## src/rtl/div23_seq.sv

```systemverilog
// ---------------------------------------------------------------------------
// div23_seq
//   Digit-serial unsigned divide of a 16-bit dividend by the constant 23.
//   Every RUN cycle consumes CHUNK dividend bits (MSB first). It forms
//   p = r*2^CHUNK + d and resolves one CHUNK-bit quotient digit plus the next
//   remainder. A compare/subtract ladder against 23<<b does this.
//
// Parameters
//   CHUNK      dividend bits per cycle: 1, 2, 4 or 8
//
// Ports
//   clk        rising-edge clock
//   rst_n      asynchronous active-low reset
//   in_valid   dividend offered
//   in_ready   block idle and out of reset (combinational from state)
//   in_data    16-bit unsigned dividend
//   out_valid  quot/rem hold a finished result
//   out_ready  consumer takes the result
//   quot       floor(in_data / 23)
//   rem        in_data mod 23
//   busy       high for the 16/CHUNK RUN cycles
// ---------------------------------------------------------------------------
module div23_seq #(
    parameter int CHUNK = 4
) (
    input  logic        clk,
    input  logic        rst_n,
    input  logic        in_valid,
    output logic        in_ready,
    input  logic [15:0] in_data,
    output logic        out_valid,
    input  logic        out_ready,
    output logic [15:0] quot,
    output logic [4:0]  rem,
    output logic        busy
);

    localparam int STEPS = 16 / CHUNK;
    localparam int PW    = 5 + CHUNK;   // width of the partial value p

    generate
        if (!(CHUNK == 1 || CHUNK == 2 || CHUNK == 4 || CHUNK == 8)) begin : g_bad_chunk
            $error("div23_seq: CHUNK must be 1, 2, 4 or 8");
        end
    endgenerate

    typedef enum logic [1:0] {S_IDLE, S_RUN, S_DONE} state_t;

    state_t      state_q;
    logic [15:0] shift_q;
    logic [15:0] quot_q;
    logic [4:0]  rem_q;     // doubles as the running remainder during RUN
    logic [4:0]  cnt_q;
    logic        out_valid_q;
    logic        busy_q;

    // One digit step. Because p < 23*2^CHUNK, each rung sees
    // t < 23*2^(b+1), so a single conditional subtract per bit is exact.
    logic [CHUNK-1:0] dig;
    logic [PW-1:0]    p;
    logic [PW-1:0]    t;
    logic [CHUNK-1:0] qd_d;
    logic [4:0]       r_d;

    always_comb begin
        dig  = shift_q[15 -: CHUNK];
        p    = {rem_q, dig};
        t    = p;
        qd_d = '0;
        for (int b = CHUNK - 1; b >= 0; b--) begin
            if (t >= (PW'(23) << b)) begin
                t       = t - (PW'(23) << b);
                qd_d[b] = 1'b1;
            end
        end
        r_d = 5'(t);
    end

    always_ff @(posedge clk or negedge rst_n) begin
        if (!rst_n) begin
            state_q     <= S_IDLE;
            shift_q     <= '0;
            quot_q      <= '0;
            rem_q       <= '0;
            cnt_q       <= '0;
            out_valid_q <= 1'b0;
            busy_q      <= 1'b0;
        end else begin
            case (state_q)
                S_IDLE: begin
                    if (in_valid) begin
                        shift_q <= in_data;
                        quot_q  <= '0;
                        rem_q   <= '0;
                        cnt_q   <= '0;
                        busy_q  <= 1'b1;
                        state_q <= S_RUN;
                    end
                end
                S_RUN: begin
                    quot_q  <= {quot_q[15-CHUNK:0], qd_d};
                    shift_q <= shift_q << CHUNK;
                    rem_q   <= r_d;
                    cnt_q   <= cnt_q + 5'd1;
                    if (cnt_q == 5'(STEPS - 1)) begin
                        busy_q      <= 1'b0;
                        out_valid_q <= 1'b1;
                        state_q     <= S_DONE;
                    end
                end
                S_DONE: begin
                    // Result is held. Accepting the next dividend waits one
                    // IDLE cycle (no bypass).
                    if (out_ready) begin
                        out_valid_q <= 1'b0;
                        state_q     <= S_IDLE;
                    end
                end
                default: begin
                    state_q <= S_IDLE;
                end
            endcase
        end
    end

    assign in_ready  = (state_q == S_IDLE) && rst_n;
    assign out_valid = out_valid_q;
    assign busy      = busy_q;
    assign quot      = quot_q;
    assign rem       = rem_q;

endmodule

```

## config.mk

```make
export PLATFORM = sky130hd
export DESIGN_NAME = div23_seq
export DESIGN_NICKNAME = d
export VERILOG_FILES = /design/src/rtl/div23_seq.sv
export SDC_FILE = /design/constraint.sdc
export NUM_CORES = 1
export LEC_CHECK = 0
export ABC_AREA = 1
export CORE_UTILIZATION = 35
export DETAILED_ROUTE_END_ITERATION = 8
export PLACE_DENSITY_LB_ADDON = 0.08
export SLEW_MARGIN = 0
export SYNTH_ARGS = -nofsm -noshare
export SYNTH_HDL_FRONTEND = slang
export SYNTH_SLANG_ARGS = --single-unit
```

## constraint.sdc

```tcl
create_clock -name clk -period 6.26 [get_ports clk]
set_input_delay 1.878 -clock clk [delete_from_list [all_inputs] [get_ports clk]]
set_output_delay 1.878 -clock clk [all_outputs]
set_load 0.02 [all_outputs]
```

==> impl_metrics.tcl <==
set metrics [dict create \
    fp.dieH_um 96.0 \
    cap_violations 0 \
    drive_gt1_share_pct 12.0 \
    holdBufCountCts 0 \
    final-seq-area_um2 1150 \
    setup_viol 0 \
    synth_edf_count 0 \
    viasPerCell 4.90 \
    syn_inst 423 \
    tightest_slew_ns 0.725 \
    hold_path.class "flop to flop" \
    ys_ff_latch 46 \
    fp.dieW_um 96.0 \
    wl_per_cell_um 13.4 \
    postSynth.asyncResetShare_pct 100 \
    routabilityCongestion 0.829 \
    via_count 2791 \
    layout_commonest_cell "nand2_1" \
    outcome "finished clean" \
    nets 489 \
    netlist_area_um2 3090 \
    relSlewSlack_pct 51.6 \
    crit_slowest_cell "clkdlybuf4s50_1" \
    io_pins 44 \
    yosysWarnings 0 \
    grt_pass1_vias 2723 \
    detail-route-antenna-nets 0 \
    skew_ns 0.00640 \
    rsz0062_at_grt "no" \
    arrival_ns 2.85 \
    clock_latency_ns 0.29 \
    syn2layout_area_growth_pct 19.9 \
    overflow 0 \
    drc 0 \
    cp_slowest_stage_delay_ns 0.65 \
    layout_common_cells "nand2_1, inv_1, dfrtp_1, nand3_1, clkdlybuf4s50_1" \
    drt_iter0_drc 123 \
    required_ns 4.38 \
    fmax_mhz 212 \
    path_class "primary input to output pin" \
    cts.sinks 46 \
    grt_max_degree 47 \
    clkTransAtPathRegs_ns 0.09 \
    cts_tree "built" \
    multi_input_area_um2 1690 \
    place_ws_ns 1.51 \
    tns_ns 0 \
    period_minus_slack_ns 4.72 \
    initial_core_util_pct 36.9 \
    fp-row-count 33 \
    root_buffer "clkbuf_8" \
    cts_resized 0 \
    num-fill-cells 901 \
    critical_path_peak_fanout 2 \
    slew_violations 0 \
    fin_ws_ns 1.54 \
    synth-seq-area-share_pct 37.2 \
    ys_types 43 \
    routed_wl_um 7640 \
    fin_crit_sh_pct 75.5 \
    dieArea_um2 9220 \
    grt_pass1_wl_um 13100 \
    antenna_found_initial 0 \
    post_cts_buffers 0 \
    cts_buffer_depth 2 \
    path_cells "buf_2 > nor3b_1 > clkdlybuf4s50_1" \
    io_buffers 43 \
    syn_nets 448 \
    dr.pass1.iters 4 \
    finalHoldViolCount 0 \
    core_area_um2 8380 \
    endpoint_kind "output pin" \
    syn_area_per_cell_um2 7.31 \
    worstSetupStartpointType "primary input" \
    hpwl_um 5570 \
    cts_buffers 5 \
    h-tree-depth 2 \
    n_antenna_cell 0 \
    grt_use_total_pct 18.2 \
    synth-main-ff-cell "dfrtp_1" \
]
synth_stat cells, types with 2 or more instances:
cell type | count | share of area, %
a21oi_2 | 2 | 0.57
a21oi_1 | 10 | 1.6
xor2_1 | 7 | 2.0
dfrtp_1 | 46 | 37
nor2_1 | 27 | 3.3
nand3_4 | 3 | 1.7
clkbuf_1 | 8 | 0.97
inv_1 | 46 | 5.6
nand2_2 | 15 | 3.0
ha_1 | 5 | 2.0
nor2_8 | 2 | 1.3
o22ai_1 | 7 | 1.4
a22oi_1 | 4 | 0.97
xnor2_1 | 2 | 0.57
a22o_1 | 4 | 1.1
o21ai_0 | 24 | 3.9
inv_2 | 4 | 0.49
nor2_2 | 5 | 1.0
nand3_2 | 3 | 0.97
nand2_4 | 2 | 0.73
nand3_1 | 45 | 7.3
nand2_1 | 128 | 16
nor2_4 | 2 | 0.73
nand4_1 | 3 | 0.61
registers in the layout (all words and copies together) (netlist names):
signal	count
busy	1
cnt_q	5
out_valid	1
quot	16
rem	5
shift_q	16
state_q	2
metrics by stage:
step	hold WS (ns)	area, um^2	utilization [%]	cells
2_1_floorplan	0.442	3090	-	423
3_3_place_gp	0.457	3620	43.2	562
3_5_place_dp	0.467	3620	43.2	562
4_1_cts	0.488	3710	44.2	570
5_1_grt	0.514	3710	44.2	570
6_report	0.481	3710	44.2	570
area by class of cell:
cell class / instances / area share (%)
clock buffers: 7 / 2.33
multi-input cells: 313 / 45.5
repair buffers: 46 / 12.1
inverters: 52 / 5.36
well taps: 105 / 3.54
clock inverters: 1 / 0.135
flip-flops and latches: 46 / 31.0
critical path, delay by kind of cell:
family                 cells  cell delay (ns)
buffers and inverters      2             0.78
and+or+nand+nor            1             0.19
logic make-up (layout without fill, tap and decap cells):
group | count (synthesis) | after routing | share of synthesized area, %
flops | 46 | 46 | 37.2
buf+inv | 64 | 106 | 8.29
xor+xnor | 9 | 9 | 2.55
mux | 1 | 1 | 0.324
simple gates | 240 | 240 | 37.9
compound gates | 58 | 58 | 11.7
fa+ha+maj | 5 | 5 | 2.02
per-layer routing:
metal	GRT usage, %	part of all wire [%]
met1	24.0	49
met4	4.10	0.94
met5	0	0
met3	2.21	2.6
met2	31.6	48
path summary, 6_finish.rpt:
| path | depth (start not counted) | slack, ns | from | to |
|---|---|---|---|---|
| worst max-delay path | 3 | 1.54 | rst_n | in_ready |
| worst min-delay path | 2 | 0.48 | shift_q[3] | shift_q[3] |
| worst max register to register | 29 | 2.21 | rem[0] | rem[2] |
| worst min register to register | 2 | 0.48 | shift_q[3] | shift_q[3] |
| max in group asynchronous | 2 | 4.10 | rst_n | shift_q[13] |
| min in group asynchronous | 2 | 1.73 | rst_n | quot[14] |
Power is not shown: default switching activity piles up to over one toggle a cycle in this logic, so the estimate is an artifact.
